===== src/rtl/mat_2x2_operand_loader_if.sv =====
// Handshake and operand bus between the element stream source, the operand
// loader and the downstream 2x2 multiplier.
interface mat_2x2_operand_loader_if #(
   parameter int ELEM_W = 4
);
   logic [ELEM_W-1:0] in_data;
   logic              in_sof;
   logic              in_valid;
   logic              in_ready;
   logic [ELEM_W-1:0] a;
   logic [ELEM_W-1:0] b;
   logic [ELEM_W-1:0] c;
   logic [ELEM_W-1:0] d;
   logic [ELEM_W-1:0] e;
   logic [ELEM_W-1:0] f;
   logic [ELEM_W-1:0] g;
   logic [ELEM_W-1:0] h;
   logic              mat_valid;
   logic              mat_ready;
   logic              frame_err;

   modport slave (
      input  in_data, in_sof, in_valid, mat_ready,
      output in_ready, a, b, c, d, e, f, g, h, mat_valid, frame_err
   );

   modport master (
      output in_data, in_sof, in_valid, mat_ready,
      input  in_ready, a, b, c, d, e, f, g, h, mat_valid, frame_err
   );
endinterface


===== src/rtl/mat_2x2_operand_loader.sv =====
// Serial-to-parallel operand loader for the 2x2 matrix multiplier.
// Collects eight elements (A = [a b; c d], B = [e f; g h]) and holds them
// on a..h until the multiplier takes the frame.
// Build option: MAT_LOAD_TRANSPOSE_EN -- B arrives column-major (e,g,f,h).
//
// state | meaning
// ------+-------------------------------------------------------------
// IDLE  | waiting for a start-of-frame element; stray elements flagged
// LOAD  | collecting elements 2..8 of a frame, idx = next slot
// FULL  | frame complete, a..h held, mat_valid high until mat_ready
module mat_2x2_operand_loader #(
   parameter int ELEM_W     = 4,
   parameter int ERR_STICKY = 0
) (
   input logic                      clk,
   input logic                      rst,
   mat_2x2_operand_loader_if.slave  bus
);

   typedef enum logic [1:0] {
      S_IDLE = 2'd0,
      S_LOAD = 2'd1,
      S_FULL = 2'd2
   } state_t;

   state_t            state_q, state_d;
   logic [2:0]        idx_q, idx_d;
   logic [ELEM_W-1:0] slot_q [8];
   logic              frame_err_q, frame_err_d;
   logic              wr_en;
   logic [2:0]        wr_slot;
   logic              err_evt;
   logic              accept;

   // Arrival index to operand slot; only B's off-diagonal swaps when transposed.
   function automatic logic [2:0] slot_of(input logic [2:0] i);
`ifdef MAT_LOAD_TRANSPOSE_EN
      case (i)
         3'd5:    return 3'd6;
         3'd6:    return 3'd5;
         default: return i;
      endcase
`else
      return i;
`endif
   endfunction

   assign bus.in_ready  = (state_q != S_FULL);
   assign bus.mat_valid = (state_q == S_FULL);
   assign accept        = bus.in_valid & bus.in_ready;

   // Next-state, slot write select and framing error detection.
   always_comb begin
      state_d = state_q;
      idx_d   = idx_q;
      wr_en   = 1'b0;
      wr_slot = 3'd0;
      err_evt = 1'b0;
      case (state_q)
         S_IDLE: begin
            if (accept) begin
               if (bus.in_sof) begin
                  wr_en   = 1'b1;
                  idx_d   = 3'd1;
                  state_d = S_LOAD;
               end else begin
                  err_evt = 1'b1;
               end
            end
         end
         S_LOAD: begin
            if (accept) begin
               if (bus.in_sof) begin
                  // restart: earlier partial slots stay stale until rewritten
                  wr_en   = 1'b1;
                  idx_d   = 3'd1;
                  err_evt = 1'b1;
               end else begin
                  wr_en   = 1'b1;
                  wr_slot = slot_of(idx_q);
                  idx_d   = 3'(idx_q + 3'd1);
                  if (idx_q == 3'd7) begin
                     state_d = S_FULL;
                  end
               end
            end
         end
         S_FULL: begin
            if (bus.mat_ready) begin
               state_d = S_IDLE;
            end
         end
         default: begin
            state_d = S_IDLE;
            idx_d   = 3'd0;
         end
      endcase
      if (ERR_STICKY != 0) begin
         frame_err_d = frame_err_q | err_evt;
      end else begin
         frame_err_d = err_evt;
      end
   end

   // State, index and error flag registers.
   always_ff @(posedge clk) begin
      if (rst) begin
         state_q     <= S_IDLE;
         idx_q       <= 3'd0;
         frame_err_q <= 1'b0;
      end else begin
         state_q     <= state_d;
         idx_q       <= idx_d;
         frame_err_q <= frame_err_d;
      end
   end

   // Operand slots; written only on an accepted element, otherwise held.
   always_ff @(posedge clk) begin
      if (rst) begin
         for (int i = 0; i < 8; i++) begin
            slot_q[i] <= '0;
         end
      end else if (wr_en) begin
         slot_q[wr_slot] <= bus.in_data;
      end
   end

   assign bus.a         = slot_q[0];
   assign bus.b         = slot_q[1];
   assign bus.c         = slot_q[2];
   assign bus.d         = slot_q[3];
   assign bus.e         = slot_q[4];
   assign bus.f         = slot_q[5];
   assign bus.g         = slot_q[6];
   assign bus.h         = slot_q[7];
   assign bus.frame_err = frame_err_q;

endmodule


===== src/flat_wrapper.sv =====
// flat-port wrapper written by rule: the top's interface ports become plain ports
module mat_2x2_operand_loader_flat 
#(
   parameter int ELEM_W     = 4,
   parameter int ERR_STICKY = 0
)
  (clk, rst, bus_in_data, bus_in_sof, bus_in_valid, bus_mat_ready, bus_in_ready, bus_a, bus_b, bus_c, bus_d, bus_e, bus_f, bus_g, bus_h, bus_mat_valid, bus_frame_err);
  mat_2x2_operand_loader_if #(.ELEM_W(ELEM_W)) bus_i ();
  input logic clk;
  input logic rst;
  input wire logic [$bits(bus_i.in_data)-1:0] bus_in_data;
  input wire logic [$bits(bus_i.in_sof)-1:0] bus_in_sof;
  input wire logic [$bits(bus_i.in_valid)-1:0] bus_in_valid;
  input wire logic [$bits(bus_i.mat_ready)-1:0] bus_mat_ready;
  output wire logic [$bits(bus_i.in_ready)-1:0] bus_in_ready;
  output wire logic [$bits(bus_i.a)-1:0] bus_a;
  output wire logic [$bits(bus_i.b)-1:0] bus_b;
  output wire logic [$bits(bus_i.c)-1:0] bus_c;
  output wire logic [$bits(bus_i.d)-1:0] bus_d;
  output wire logic [$bits(bus_i.e)-1:0] bus_e;
  output wire logic [$bits(bus_i.f)-1:0] bus_f;
  output wire logic [$bits(bus_i.g)-1:0] bus_g;
  output wire logic [$bits(bus_i.h)-1:0] bus_h;
  output wire logic [$bits(bus_i.mat_valid)-1:0] bus_mat_valid;
  output wire logic [$bits(bus_i.frame_err)-1:0] bus_frame_err;
  assign bus_i.in_data = bus_in_data;
  assign bus_i.in_sof = bus_in_sof;
  assign bus_i.in_valid = bus_in_valid;
  assign bus_i.mat_ready = bus_mat_ready;
  assign bus_in_ready = bus_i.in_ready;
  assign bus_a = bus_i.a;
  assign bus_b = bus_i.b;
  assign bus_c = bus_i.c;
  assign bus_d = bus_i.d;
  assign bus_e = bus_i.e;
  assign bus_f = bus_i.f;
  assign bus_g = bus_i.g;
  assign bus_h = bus_i.h;
  assign bus_mat_valid = bus_i.mat_valid;
  assign bus_frame_err = bus_i.frame_err;
  mat_2x2_operand_loader #(.ELEM_W(ELEM_W), .ERR_STICKY(ERR_STICKY)) u_core (.clk(clk), .rst(rst), .bus(bus_i));
endmodule

===== config.mk =====
export PLATFORM = sky130hd
export DESIGN_NAME = mat_2x2_operand_loader_flat
export DESIGN_NICKNAME = d
export VERILOG_FILES = /design/src/rtl/mat_2x2_operand_loader_if.sv /design/src/rtl/mat_2x2_operand_loader.sv /design/src/flat_wrapper.sv
export SDC_FILE = /design/constraint.sdc
export NUM_CORES = 1
export LEC_CHECK = 0
export BUFFER_PORTS_ARGS = -buffer_cell sky130_fd_sc_hd__clkbuf_2
export CAP_MARGIN = 0
export CORE_ASPECT_RATIO = 2
export CORE_MARGIN = 1
export CORE_UTILIZATION = 55
export CTS_CLUSTER_DIAMETER = 60
export DETAILED_ROUTE_END_ITERATION = 8
export PLACE_DENSITY = 0.86
export SLEW_MARGIN = 15
export SYNTH_ARGS = -nofsm -noshare
export SYNTH_HDL_FRONTEND = slang
export SYNTH_SLANG_ARGS = --single-unit

===== constraint.sdc =====
create_clock -name clk -period 4.2 [get_ports clk]
set_clock_uncertainty 0.1 [all_clocks]
set_input_delay 0.42 -clock clk [delete_from_list [all_inputs] [get_ports clk]]
set_output_delay 0.42 -clock clk [all_outputs]
set_load 0.01 [all_outputs]

==> flow_summary.json <==
{
  "synth_top_area_share_pct": 56.8,
  "drive_above_1_share_pct": 33.3,
  "netlist_top_cells_count": "32 x edfxtp_1, 18 x and3_1, 18 x nor2_1, 6 x dfxtp_1, 5 x nand4_1",
  "synthArstFlopShare_pct": 0,
  "holdCritStartpoint": "bus_mat_ready",
  "period_share_pct": 48.4,
  "crit_type": "reg2reg",
  "synth_top_area_cell": "edfxtp_1",
  "syn_area_um2": 1690,
  "gp_congestion": 0.806,
  "clock_sinks": 38,
  "relSlewSlack_pct": 66.4,
  "drt-initial-drc-count": 75,
  "wl_per_cell_um": 16.9,
  "yosysMostFrequentCell": "edfxtp_1",
  "start_util_pct": 57.5,
  "avgSynthCellArea_um2": 13.1,
  "dp_hpwl_um": 2420,
  "peakVddDrop_mv": 0.358,
  "setup_viol": 0,
  "multi_input_area_um2": 552,
  "final-hold-violation-count": 0,
  "critPathTopFamily": "simple AND/OR/NAND/NOR gates",
  "fp.dieArea_um2": 3320,
  "r2r_cells": 3,
  "core_um2": 2940,
  "htree_num_levels": 2,
  "nFillCells": 216,
  "leakagePower_nw": 0.953,
  "grt_pass1_vias": 1148,
  "synth.ff_latch_count": 38,
  "clock_latency_ns": 0.29,
  "grt_max_degree": 21,
  "min_path_cells": 4,
  "synth_fp_nets": 140,
  "num_vias": 1222,
  "synthTopCellsByArea": "edfxtp_1 57%, dfxtp_1 7.1%, and3_1 6.7%, nor2_1 4.0%, a21o_2 2.1%",
  "portBuffers": 43,
  "antenna_found_initial": 0,
  "cp.buffers_inverters": 0,
  "ys.flop_type": "edfxtp_1",
  "ios": 44,
  "synth_edf_count": 32,
  "run_status": "finished, final reports clean",
  "postRouteAntennaNets": 0,
  "regArea_um2": 1080,
  "ys_seq_area_share_pct": 63.9,
  "area_delta_synth_final_pct": 20.1,
  "drv_slew": 0,
  "n_antenna_cell": 0,
  "powerDensity_nw_per_um2": 417,
  "dr.pass1.iters": 4,
  "clockBufferDepth": 2,
  "synth_cells": 129,
  "yosysWarnings": 0,
  "worstHoldEndpoint": "u_core.state_q[1]",
  "cpPeakStageDelay_ns": 0.63,
  "path_max_fanout": 15,
  "cp.required_ns": 4.09,
  "drc_errors": 0,
  "reg2reg_slack_ns": 2.17,
  "grtUsageTotal_pct": 25.3,
  "critPathLaunch": "u_core.state_q[0]",
  "tns_ns": 0,
  "yosysUniqueCellTypes": 35,
  "tightest_slew_ns": 0.502,
  "finish.utilization_pct": 69.1,
  "ctsHoldBuffers": 0,
  "clock.fmax_ghz": 0.492,
  "clkTransAtPathRegs_ns": 0.07,
  "critPathCaptureType": "flip-flop",
  "final_net_count": 184,
  "post_cts_resized": 0,
  "cts_tree": "done",
  "cp.arrival_ns": 1.92,
  "cp_cell_sequence": "nor4b_4 -> and3_1 -> a21o_1",
  "cts_root_buf": "clkbuf_8",
  "die_h_um": 80.5,
  "grt_pass1_wl_um": 5540,
  "start_kind": "flip-flop",
  "cts_setup_buffers": 0,
  "regToRegStartpoint": "u_core.state_q[0]",
  "rsz0062_at_grt": "no",
  "period_minus_slack_ns": 2.03,
  "routed_via_density": 5.99,
  "cts_buffers": 5,
  "grt-ovfl-total": 0,
  "drv_cap": 0,
  "r2r_end": "u_core.slot_q[5][0]",
  "postRouteWirelength_um": 3450,
  "power_uw": 848,
  "row_count": 28,
  "hp-class": "in2reg",
  "die-width_um": 41.2,
  "cp_slowest_cell": "dfxtp_1"
}
sequential cells by signal, summed over array words and instances (netlist names):
name and flops:
u_core.slot_q 32, u_core.bus.frame_err 1, u_core.state_q 2, u_core.idx_q 3
stage by stage:
step	cell area [um2]	hold WS [ns]	std cells	worst slack (ns)
2_1_floorplan	1690	0.406	129	2.56
3_3_place_gp	1900	0.439	196	2.19
3_5_place_dp	1900	0.449	196	2.12
4_1_cts	2030	0.320	204	2.21
5_1_grt	2030	0.337	204	2.02
6_report	2030	0.318	204	2.17
power breakdown:
group          leakage (nW)  total (mW)  switching, mW  internal (mW)
Clock                0.0658       0.364          0.129          0.235
Combinational         0.507      0.0555         0.0338         0.0217
Sequential            0.380       0.429        0.00752          0.421
worst max-delay path by stage:
stage                                to  slack, ns  cells past startpoint
finish              u_core.slot_q[5][0]       2.17                      3
global route        u_core.slot_q[5][0]       2.02                      3
detailed placement  u_core.slot_q[0][3]       2.12                      4
CTS                 u_core.slot_q[3][1]       2.21                      3
global placement    u_core.slot_q[4][0]       2.19                      4
floorplan           u_core.slot_q[4][0]       2.56                      5
cell type report:
type,instances,share of cell area [%]
timing repair buffer,43,10.6
multi-input combinational,81,27.1
clock buffer,5,3.38
clock inverter,3,3.14
inverter,4,0.738
tap,30,1.85
sequential,38,53.2
tightest hold or removal path, cell delays in order:
cell and delay (ns):
clkbuf_2 0.08, inv_1 0.05, a32oi_1 0.05, nor2_1 0.08
logic make-up (layout without fill, tap and decap cells):
logic type,Yosys count,in the layout,synth area share (%)
adders and majority gates,2,2,1.48
buffers and inverters,10,55,3.55
xor gates and xnor gates,1,1,0.517
and+or+nand+nor,59,59,21.1
AOI/OAI and AO/OA,17,17,8.28
DFF,38,38,63.9
muxes,2,2,1.18
placed cells by master (no fill, tap or decap), types with 2 or more instances in the layout:
master | synthesis | layout
ha_1 | 2 | 2
inv_1 | 4 | 4
mux2i_1 | 2 | 2
nand2_1 | 4 | 4
edfxtp_1 | 32 | 32
a21o_2 | 4 | 4
nor2_1 | 18 | 18
and3_1 | 18 | 18
dfxtp_1 | 6 | 6
nand4_1 | 5 | 5
a21o_1 | 4 | 4
nand2b_1 | 3 | 3
bufinv_16 | 0 | 2
clkbuf_8 | 0 | 5
clkbuf_2 | 0 | 43
metal layers:
layer  part of all wire, %  global-route usage, %  wire length [um]  vias to the layer above
li1                      -                      -                 -                      566
met1                    36                   30.9              1240                      577
met2                    56                   40.0              1930                       72
met3                   6.3                   4.97               217                        7
met4                   1.9                   12.6                64                        0
met5                     0                      0                 0                        -
No activity file was read; power rests on OpenSTA's default activity.
